==> config.mk <==
export PLATFORM = sky130hd
export DESIGN_NAME = tick_sched_ctrl
export DESIGN_NICKNAME = d
export VERILOG_FILES = /design/src/rtl/tick_sched_ctrl.sv
export SDC_FILE = /design/constraint.sdc
export NUM_CORES = 1
export LEC_CHECK = 0
export ABC_AREA = 1
export CAP_MARGIN = 20
export CORE_MARGIN = 2
export CORE_UTILIZATION = 43
export CTS_BUF_LIST = sky130_fd_sc_hd__clkbuf_16
export DETAILED_ROUTE_END_ITERATION = 12
export PLACE_DENSITY_LB_ADDON = 0.05
export REMOVE_ABC_BUFFERS = 1
export SLEW_MARGIN = 20
export SYNTH_ARGS = -nofsm -noshare
export SYNTH_HDL_FRONTEND = slang
export SYNTH_SLANG_ARGS = --single-unit
==> constraint.sdc <==
create_clock -name clk_in -period 2.9 [get_ports clk_in]
set_clock_uncertainty 0.2 [all_clocks]
set_input_delay 0.435 -clock clk_in [delete_from_list [all_inputs] [get_ports clk_in]]
set_output_delay 0.435 -clock clk_in [all_outputs]
set_load 0.1 [all_outputs]
==> src/rtl/tick_sched_ctrl.sv <==
`default_nettype none
// +-------------------------------------------------------------------------+
// | Module  : tick_sched_ctrl                                               |
// | Purpose : shared prescaler feeding NCH programmable tick/clock dividers |
// | Revision: 1.0                                                           |
// +-------------------------------------------------------------------------+
module tick_sched_ctrl #(
  parameter int NCH      = 4,
  parameter int CW       = 20,
  parameter int PRESCALE = 50
) (
  input  logic                     clk_in,
  input  logic                     rst,
  input  logic                     wr_en,
  input  logic [$clog2(NCH):0]     wr_addr,
  input  logic [CW-1:0]            wr_data,
  output logic [NCH-1:0]           tick,
  output logic [NCH-1:0]           clk_out,
  output logic [NCH-1:0]           busy
);

  localparam int c_CHW = $clog2(NCH);
  localparam int c_PW  = $clog2(PRESCALE);

  typedef enum logic [1:0] {
    ST_IDLE = 2'd0,
    ST_RUN  = 2'd1,
    ST_DONE = 2'd2
  } state_t;

  logic [c_PW-1:0] r_pcnt;
  logic            w_base;

  assign w_base = (r_pcnt == c_PW'(PRESCALE - 1));

  always_ff @(posedge clk_in) begin
    if (rst || w_base) begin
      r_pcnt <= '0;
    end else begin
      r_pcnt <= r_pcnt + c_PW'(1);
    end
  end

  for (genvar i = 0; i < NCH; i++) begin : g_ch
    state_t        r_state;
    logic [CW-1:0] r_cnt;
    logic [CW-1:0] r_shadow;
    logic [CW-1:0] r_adiv;
    logic          r_oneshot;
    logic          r_tick;
    logic          r_clk;
    logic          r_busy;

    logic          w_sel;
    logic          w_div_wr;
    logic          w_ctrl_wr;
    logic [CW-1:0] w_div_next;
    logic          w_oneshot_next;
    logic          w_wrap;

    assign w_sel          = wr_en && (wr_addr[c_CHW:1] == c_CHW'(i));
    assign w_div_wr       = w_sel && !wr_addr[0];
    assign w_ctrl_wr      = w_sel &&  wr_addr[0];
    // A DIV write landing on the same edge as a reload takes effect immediately.
    assign w_div_next     = w_div_wr  ? wr_data    : r_shadow;
    assign w_oneshot_next = w_ctrl_wr ? wr_data[1] : r_oneshot;
    assign w_wrap         = (r_cnt == (r_adiv - CW'(1)));

    always_ff @(posedge clk_in) begin
      if (rst) begin
        r_state   <= ST_IDLE;
        r_cnt     <= '0;
        r_shadow  <= '0;
        r_adiv    <= '0;
        r_oneshot <= 1'b0;
        r_tick    <= 1'b0;
        r_clk     <= 1'b0;
        r_busy    <= 1'b0;
      end else begin
        r_tick <= 1'b0;
        if (w_div_wr) begin
          r_shadow <= wr_data;
        end
        if (w_ctrl_wr) begin
          r_oneshot <= wr_data[1];
        end

        if (w_ctrl_wr && !wr_data[0]) begin
          r_state <= ST_IDLE;
          r_busy  <= 1'b0;
          r_cnt   <= '0;
          r_clk   <= 1'b0;
        end else if (w_ctrl_wr && (r_state != ST_RUN)) begin
          r_cnt <= '0;
          r_clk <= 1'b0;
          if (w_div_next != '0) begin
            r_state <= ST_RUN;
            r_busy  <= 1'b1;
            r_adiv  <= w_div_next;
          end else begin
            r_state <= ST_IDLE;
            r_busy  <= 1'b0;
          end
        end else begin
          case (r_state)
            ST_RUN: begin
              if (w_base) begin
                if (w_wrap) begin
                  r_cnt  <= '0;
                  r_tick <= 1'b1;
                  r_clk  <= ~r_clk;
                  r_adiv <= w_div_next;
                  if (w_oneshot_next) begin
                    r_state <= ST_DONE;
                    r_busy  <= 1'b0;
                  end
                end else begin
                  r_cnt <= r_cnt + CW'(1);
                end
              end
            end
            ST_DONE: begin
              r_busy <= 1'b0;
            end
            default: begin
              r_state <= ST_IDLE;
              r_cnt   <= '0;
              r_busy  <= 1'b0;
            end
          endcase
        end
      end
    end

    assign tick[i]    = r_tick;
    assign clk_out[i] = r_clk;
    assign busy[i]    = r_busy;
  end

endmodule
`default_nettype wire

==> results of run 1 <==
[routing by layer]
metal | vias up | routed length, µm | global-route usage, %
li1 | 7547 | - | -
met1 | 6369 | 19670 | 30.03
met2 | 186 | 18400 | 36.78
met3 | 74 | 1337 | 3.286
met4 | 0 | 1406 | 8.698
met5 | - | 0 | 0
[critical path, delay by kind of cell (launching register included)]
| kind | cells | cell delay, ns |
|---|---|---|
| AND/OR/NAND/NOR | 4 | 0.93 |
| buffers and inverters | 3 | 0.56 |
| XOR/XNOR | 1 | 0.16 |
| flip-flops | 1 | 0.39 |
| AO/OA/AOI/OAI | 1 | 0.17 |
| adder cells (fa/ha/maj) | 1 | 0.19 |
[path summary, 6_finish.rpt]
path                       start                 to  slack, ns  cells past startpoint
setup / recovery       r_pcnt[0]  g_ch[0].r_cnt[19]       0.23                     10
hold reg to reg   g_ch[3].r_busy     g_ch[3].r_busy       0.25                      2
setup reg to reg       r_pcnt[0]  g_ch[0].r_cnt[19]       0.23                     10
hold / removal               rst  g_ch[1].r_oneshot       0.06                      2
[placed cells by master (no fill, tap or decap), drive strengths merged, types with 9 or more instances in the layout]
cell type / count
a21oi: 135
clkinv: 16
nor2: 466
nand3: 187
nor3: 34
o21ai: 81
xnor2: 42
dfxtp: 270
nand4: 36
ha: 10
xor2: 103
clkdlybuf4s50: 24
or2: 9
mux2i: 21
nand3b: 12
buf: 180
nand2: 533
inv: 235
clkbuf: 40
[stage by stage]
step,instance area (µm²),TNS [ns],std cells
floorplan,14560,-17.15,2200
global placement,16870,-8.933,2856
detailed placement,16870,-11.95,2856
CTS,17960,0,2916
global route,18150,0,2923
finish,18150,0,2923
[report_power, final]
group | internal, mW | switching [mW]
logic | 0.484 | 0.769
clock network | 2.47 | 1.67
registers | 3.79 | 0.0557
total | 6.74 | 2.50
[cell type report]
type	instances	area, µm²	share of cell area (%)
repair buffers	207	1839	10.14
multi-input cells	1700	8383	46.20
clock buffers	37	925.9	5.102
well taps	455	569.3	3.137
flip-flops and latches	270	5405	29.79
clock inverters	23	156.4	0.8619
inverters	231	867.1	4.778
[flip-flops by register name, indices dropped and copies added (netlist names)]
register	cells
g_ch.r_adiv	80
g_ch.r_busy	4
g_ch.r_clk	4
g_ch.r_cnt	80
g_ch.r_oneshot	4
g_ch.r_shadow	80
g_ch.r_state	8
g_ch.r_tick	4
r_pcnt	6
[kinds of logic after synthesis]
family	synth area share (%)
flip-flops	35.93
adder cells (fa/ha/maj)	0.8316
AND/OR/NAND/NOR	35.87
AO/OA/AOI/OAI	8.516
XOR/XNOR	8.441
multiplexers	1.397
buffers and inverters	9.023
[timing repair]
item                                    in CTS  in global routing
resized for setup                            1                 24
setup buffers                                0                  3
cloned                                       0                  4
endpoints found under the setup margin       2                 95
pin swaps                                    0                  4
==> impl_metrics.csv, run 1 <==
group,metric,value,unit
drt,routed_wl,40810,µm
sta,period_needed,2.670,ns
synthesis,ys_async_sr_fraction,0,%
global_routing,grt_pass1_vias,13230,
sta,setup_slack,0.2303,ns
synthesis,syn_area,15050,µm²
critical_path,cpMostUsedCell,"buf_4",
pwr,power,9.241,mW
clock_network,clk_pin_slew,0.06,ns
floorplan,die_x,191.1,µm
sta,final_max_slew_viol_count,0,
drt,drc,0,
layout,drive_above_1_share,12.52,%
floorplan,ioPinCount,38,
synthesis,synth_top_area_share,35.93,%
synthesis,ys_warn_count,0,
pwr,p_per_area,509.2,nW/µm²
sta,hold_ws,0.05824,ns
floorplan,core-area,34460,µm²
sta,max_slew.worst_pin.slew,0.8250,ns
drt,via_per_inst,4.850,
critical_path,startpoint_type,"flop",
clock_network,cts_hold_buf,0,
critical_path,cpPeakStageDelay,0.39,ns
global_routing,grt.total_usage,22.53,%
layout,final_core_util,52.66,%
critical_path,worstPathRequired,3.14,ns
sta,fin_crit_sh,92.06,%
synthesis,synth_area_leaders,"dfxtp_1, nand2_1, nor2_1",
synthesis,ys_ff_latch,270,
place,hpwl,30230,µm
critical_path,crit_path_max_fanout,9,
run,maxCapViolCount,0,
critical_path,path_class,"reg -> reg",
sta,finalSetupViolCount,0,
min_path,holdCritPathClass,"in -> reg",
clock_network,numCtsBuffers,34,
floorplan,fp-row-count,68,
floorplan,die_area,36500,µm²
global_routing,antenna_found_initial,0,
critical_path,cp.arrival,2.91,ns
drt,drtPass1Iterations,6,
synthesis,syn_inst,2290,
critical_path,cp_cell_sequence,"ha_1, nand3_2, buf_4, a21oi_1, buf_4, inv_1, nor3_1, nand2_1, xor2_1, nor3b_1",
drt,vias,14180,
synthesis,synth.most_common_cell,"nand2_1",
synthesis,yosysTopAreaCell,"dfxtp_1",
sta,finalHoldViolCount,0,
place,dpl_worst_slack,-0.2492,ns
layout,area_growth,20.61,%
clock_network,cts_htree_levels,2,
synthesis,yosys-top-cells-count,"nand2_1, nor2_1, dfxtp_1",
layout,antenna_cells,0,
layout,nNetsFinal,2480,
synthesis,netlist-cell-type-count,41,
drt,drtIter0Drc,730,
synthesis,synth-edff-count,0,
critical_path,cpMaxStageDelayCell,"dfxtp_1",
drt,wl_per_cell,13.96,µm
floorplan,die_h,191.1,µm
global_routing,grt_start_max_net_pins,83,
sta,relSlewSlack,45.00,%
pwr,peakVddDrop,0.0006529,V
place,place_congestion,0.8587,
sta,fmax,0.3746,GHz
sta,rsz0062_at_grt,"false",
drt,antenna_left,0,
synthesis,yosysSeqAreaShare,35.93,%
place,port_buffers,37,
synthesis,syn_area_per_cell,6.570,µm²
synthesis,ys.flop_type,"dfxtp_1",
clock_network,clock_sinks,270,
clock_network,cts_buffer_depth,3,
outcome,status,"finished clean",
pwr,total_leakage_power,8.696,nW
critical_path,end_kind,"flop",
layout,nFillCells,3512,
clock_network,cts_tree,"built",
global_routing,grt_overflow,0,
floorplan,start_util,43.66,%
clock_network,clkLatencyLatePin,0.52,ns
global_routing,grt_pass1_wl,66560,µm
clock_network,clockRootBuffer,"clkbuf_16",
Power figures use the tool's default switching activity.
==> run 2, diff against run 1 <==
Settings changed: CORE_MARGIN 2 to 8, SETUP_SLACK_MARGIN set to 0.15.
==> impl_metrics.csv, run 2 (synthesized netlist as in run 1, its figures left out) <==
group,metric,value,unit
critical_path,crit_path_max_fanout,21,
drt,drtPass1Iterations,5,
critical_path,path_class,"in -> reg",
run,maxCapViolCount,0,
place,dpl.cell_count,2854,
layout,final_core_util,53.28,%
layout,nNetsFinal,2485,
critical_path,cp.arrival,2.77,ns
layout,nFillCells,3516,
pwr,total_leakage_power,8.772,nW
clock_network,clockRootBuffer,"clkbuf_16",
drt,drtIter0Drc,661,
pwr,power.internal,6.840,mW
sta,final_max_slew_viol_count,0,
sta,finalHoldViolCount,0,
clock_network,cts_tree,"built",
sta,fmax,0.3894,GHz
layout,finalInstanceArea,18410,µm²
layout,stdcell_count,2928,
outcome,status,"finished clean",
floorplan,start_util,43.56,%
layout,mostFrequentLayoutCells,"nand2_1, nor2_1, dfxtp_1, inv_1, nand3_1",
clock_network,clkLatencyLatePin,0.51,ns
floorplan,fp-row-count,68,
pwr,p_sw,2.461,mW
layout,seq_area,5409,µm²
critical_path,r2r_end,"g_ch[1].r_adiv[19]",
place,hpwl,30110,µm
critical_path,rr_startpoint,"g_ch[1].r_adiv[0]",
min_path,holdCritPathClass,"in -> reg",
pwr,clockPowerShare,44.9,%
pwr,p_per_area,505.3,nW/µm²
clock_network,clock_sinks,270,
place,place_congestion,0.8705,
layout,top_regs,"g_ch.r_adiv (80), g_ch.r_cnt (80), g_ch.r_shadow (80)",
floorplan,ioPinCount,38,
min_path,holdPathEnd,"g_ch[0].r_shadow[15]",
pwr,p_sw_share,26.46,%
drt,drc,0,
sta,finalSetupViolCount,0,
sta,fin_crit_sh,88.55,%
floorplan,die_h,203.1,µm
place,placed_cell_area,16870,µm²
pwr,combPwrFrac,13.7,%
sta,fin_tns_setup,0,ns
global_routing,grt_overflow,0,
drt,vias,14220,
drt,via_per_inst,4.858,
place,dpl_worst_slack,-0.2465,ns
global_routing,grt_pass1_wl,66810,µm
sta,setup_slack,0.3321,ns
layout,multi_input_area,8537,µm²
critical_path,r2r_cells,16,
sta,relSlewSlack,58.30,%
floorplan,die_x,203.1,µm
floorplan,core-area,34540,µm²
clock_network,cts_htree_levels,2,
place,port_buffers,37,
critical_path,crit_start,"wr_addr[2]",
drt,antenna_left,0,
sta,period_needed,2.568,ns
clock_network,cts_buffer_depth,3,
drt,wl_per_cell,13.97,µm
layout,area_growth,22.33,%
floorplan,die_area,41230,µm²
sta,rsz0062_at_grt,"false",
pwr,peakVddDrop,0.0004595,V
critical_path,worstPathRequired,3.10,ns
min_path,holdPathStages,2,
global_routing,grt_start_max_net_pins,56,
critical_path,end_kind,"flop",
critical_path,r2r_slack,0.35,ns
clock_network,clk_pin_slew,0.06,ns
global_routing,grt.total_usage,19.39,%
global_routing,antenna_found_initial,0,
drt,routed_wl,40910,µm
global_routing,grt_pass1_vias,13410,
sta,max_slew.worst_pin.slew,0.6255,ns
critical_path,startpoint_type,"input pin",
pwr,power_frac_seq,41.4,%
layout,final_common_cell,"nand2_1",
sta,hold_ws,0.2255,ns
clock_network,numCtsBuffers,35,
pwr,power,9.300,mW
layout,antenna_cells,0,
layout,drive_above_1_share,13.83,%
min_path,hp-start,"rst",
==> run 2: timing repair <==
item / CTS / global route
resized for setup: 3 / 70
pin swaps: 0 / 12
endpoints found under the setup margin: 17 / 158
cloned: 0 / 7
buffers inserted: 0 / 6
hold buffers: 0 / 0
==> run 2: how the worst max path moves through the flow <==
stage                    endpoint  slack, ns  depth (start not counted)
2_1_floorplan   g_ch[0].r_adiv[0]      -0.43                         10
3_3_place_gp   g_ch[1].r_adiv[16]      -0.24                         14
3_5_place_dp   g_ch[1].r_adiv[13]      -0.25                         14
4_1_cts         g_ch[2].r_adiv[7]       0.16                         14
5_1_grt        g_ch[1].r_adiv[19]       0.15                         18
6_report       g_ch[3].r_adiv[14]       0.33                         15
==> run 2: critical path, stage by stage <==
cell and delay, ns:
clkdlybuf4s50_1 0.52, nand2_1 0.08, nor2_2 0.10, nand2_1 0.10, buf_12 0.17, buf_12 0.14
mux2i_2 0.20, nand2_1 0.09, nor2_1 0.12, nand2_1 0.10, o21ai_2 0.22, nand2_4 0.10
clkbuf_16 0.21, a21oi_2 0.13, nor2_1 0.06
==> run 2: area by class of cell <==
| type | instances | area share, % |
|---|---|---|
| clock buffers | 37 | 5.031 |
| inverters | 231 | 4.711 |
| well taps | 455 | 3.093 |
| repair buffers | 211 | 10.45 |
| clock inverters | 24 | 0.9449 |
| flip-flops and latches | 270 | 29.39 |
| multi-input cells | 1700 | 46.38 |
==> run 2: routing by layer <==
layer  part of all wire [%]  global-route usage (%)  vias to the layer above
met5                      0                       0                        -
met4                    2.3                   5.284                        0
met3                    3.3                   2.710                       59
met2                     46                   32.65                      199
met1                     49                   25.63                     6392
li1                       -                       -                     7573
==> run 2: power by group through the flow <==
stage / clock [mW] / sequential (mW) / combinational, mW
detailed placement: 0 / 3.93 / 1.24
CTS: 4.31 / 3.85 / 1.25
floorplan: 0 / 3.92 / 0.708
finish: 4.17 / 3.85 / 1.28
global placement: 0 / 3.92 / 1.23
global route: 4.44 / 3.86 / 1.44
==> run 3, diff against run 2 <==
Clock period 2.9 ns to 2.3 ns, I/O delays scaled along.
==> impl_metrics.csv, run 3 (synthesized netlist as in run 1, its figures left out) <==
group,metric,value,unit
floorplan,ioPinCount,38,
clock_network,clkLatencyLatePin,0.58,ns
drt,vias,15820,
critical_path,r2r_end,"g_ch[2].r_adiv[1]",
global_routing,grt.total_usage,21.72,%
global_routing,grt_overflow,0,
layout,drive_above_1_share,34.65,%
pwr,p_per_area,519.4,nW/µm²
layout,finalInstanceArea,22670,µm²
min_path,holdPathStages,2,
place,port_buffers,37,
drt,drc,0,
sta,setup_slack,-0.3137,ns
pwr,power.internal,8.369,mW
critical_path,r2r_cells,17,
place,hpwl,32110,µm
run,maxCapViolCount,0,
clock_network,cts_buffer_depth,3,
pwr,p_sw,3.406,mW
drt,via_per_inst,4.908,
outcome,violations,"setup timing",
critical_path,r2r_slack,-0.31,ns
drt,routed_wl,47370,µm
critical_path,cp.arrival,2.87,ns
place,dpl_worst_slack,-0.6941,ns
layout,final_core_util,65.63,%
min_path,holdPathEnd,"g_ch[3].r_busy",
sta,period_needed,2.614,ns
sta,finalHoldViolCount,0,
sta,fmax,0.3826,GHz
sta,fin_crit_sh,113.6,%
critical_path,worstPathRequired,2.56,ns
clock_network,cts_tree,"built",
pwr,power_frac_seq,41.1,%
layout,mostFrequentLayoutCells,"nand2_1, buf_4, nor2_1, dfxtp_1, inv_1",
sta,relSlewSlack,55.13,%
min_path,hp-start,"g_ch[3].r_busy",
layout,top_regs,"g_ch.r_adiv (80), g_ch.r_cnt (80), g_ch.r_shadow (80)",
critical_path,path_class,"reg -> reg",
clock_network,numCtsBuffers,31,
drt,drtPass1Iterations,7,
floorplan,die_x,203.1,µm
pwr,peakVddDrop,0.0006969,V
pwr,total_leakage_power,10.72,nW
drt,wl_per_cell,14.70,µm
layout,antenna_cells,0,
global_routing,grt_start_max_net_pins,42,
clock_network,clockRootBuffer,"clkbuf_16",
pwr,clockPowerShare,39.0,%
clock_network,clk_pin_slew,0.06,ns
outcome,status,"complete, but fails checks",
critical_path,startpoint_type,"flop",
place,placed_cell_area,18640,µm²
drt,drtIter0Drc,714,
pwr,p_sw_share,28.93,%
clock_network,cts_htree_levels,1,
sta,final_max_slew_viol_count,0,
layout,nNetsFinal,2779,
global_routing,antenna_found_initial,0,
pwr,power,11.78,mW
sta,rsz0062_at_grt,"true",
sta,fin_tns_setup,-21.17,ns
floorplan,fp-row-count,68,
floorplan,core-area,34540,µm²
clock_network,clock_sinks,270,
pwr,combPwrFrac,19.9,%
sta,finalSetupViolCount,150,
global_routing,grt_pass1_vias,15260,
layout,area_growth,50.68,%
place,place_congestion,0.8702,
floorplan,start_util,43.56,%
floorplan,die_area,41230,µm²
sta,max_slew.worst_pin.slew,0.6659,ns
critical_path,end_kind,"flop",
layout,final_common_cell,"nand2_1",
min_path,holdCritPathClass,"reg -> reg",
floorplan,die_h,203.1,µm
drt,antenna_left,0,
critical_path,rr_startpoint,"g_ch[2].r_adiv[1]",
global_routing,grt_pass1_wl,74920,µm
critical_path,crit_path_max_fanout,10,
[run 3: changes by cell type in the layout (fill, tap and decap cells not counted), moves of 34 or more]
cell     previous run  this run
nand2_2            12        54
nor2_1            437       373
a21oi_1           112        49
nand3_1           180       108
nand2_1           517       457
nand3_2             5        67
buf_6               1        35
a21oi_2            23        82
nor2_2             21        58
buf_4             165       391
[run 3: cell type report]
| type | instances | area (µm²) |
|---|---|---|
| clock buffer | 31 | 775.7 |
| timing repair buffer | 506 | 4835 |
| clock inverter | 27 | 155.1 |
| sequential | 270 | 5444 |
| tap | 455 | 569.3 |
| multi-input combinational | 1703 | 10010 |
| inverter | 231 | 882.1 |
| fill | 3007 | 11870 |
[run 3: worst max path at each step]
stage,start,end,slack (ns),cells after the start
finish,g_ch[2].r_adiv[1],g_ch[2].r_adiv[1],-0.31,17
global route,g_ch[2].r_adiv[2],g_ch[2].r_adiv[1],-0.49,18
CTS,g_ch[3].r_adiv[1],g_ch[3].r_adiv[11],-0.29,19
detailed placement,wr_addr[1],g_ch[2].r_adiv[15],-0.69,15
global placement,wr_addr[1],g_ch[2].r_adiv[8],-0.63,14
floorplan,wr_addr[2],g_ch[0].r_adiv[0],-0.94,10
[run 3: power by group through the flow]
stage	Clock [mW]	Sequential [mW]	Combinational [mW]
2_1_floorplan	0	4.94	0.893
3_3_place_gp	0	4.94	1.75
3_5_place_dp	0	4.94	1.77
4_1_cts	4.70	4.84	2.01
5_1_grt	4.89	4.84	2.56
6_report	4.59	4.83	2.35
[run 3: worst max-delay path, cell delays in order, from the launching register on]
cell and delay (ns):
dfxtp_4 0.36, inv_2 0.07, ha_4 0.14, nand3_4 0.09
nor2_4 0.13, nand2_4 0.07, buf_4 0.15, o21bai_1 0.15
a21oi_2 0.08, nand2_1 0.06, nor2_1 0.04, nand4_1 0.18
nand2_2 0.13, buf_6 0.15, buf_12 0.12, buf_16 0.13
a21oi_1 0.18, nor2_1 0.07
[run 3: stage by stage]
step	instances	hold slack (ns)
6_report	3223	0.2631
5_1_grt	3223	0.3063
4_1_cts	3199	0.2638
3_5_place_dp	3088	0.2551
3_3_place_gp	3088	0.2433
2_1_floorplan	2200	0.2174
[run 3: metal layers]
metal	vias up	GRT usage, %	wire length, µm
met1	7289	27.73	21480
met5	-	0	0
li1	8178	-	-
met2	261	37.55	22740
met4	0	7.356	1676
met3	91	2.439	1469
[run 3: what timing repair did]
| action | 4_1_cts | 5_1_grt |
|---|---|---|
| gates resized for setup | 282 | 268 |
| pin swaps | 98 | 130 |
| endpoints found under the setup margin | 180 | 180 |
| buffers inserted | 32 | 12 |
| hold buffers | 1 | 0 |
| endpoints found under the hold margin | 1 | 0 |
| gates cloned | 20 | 12 |
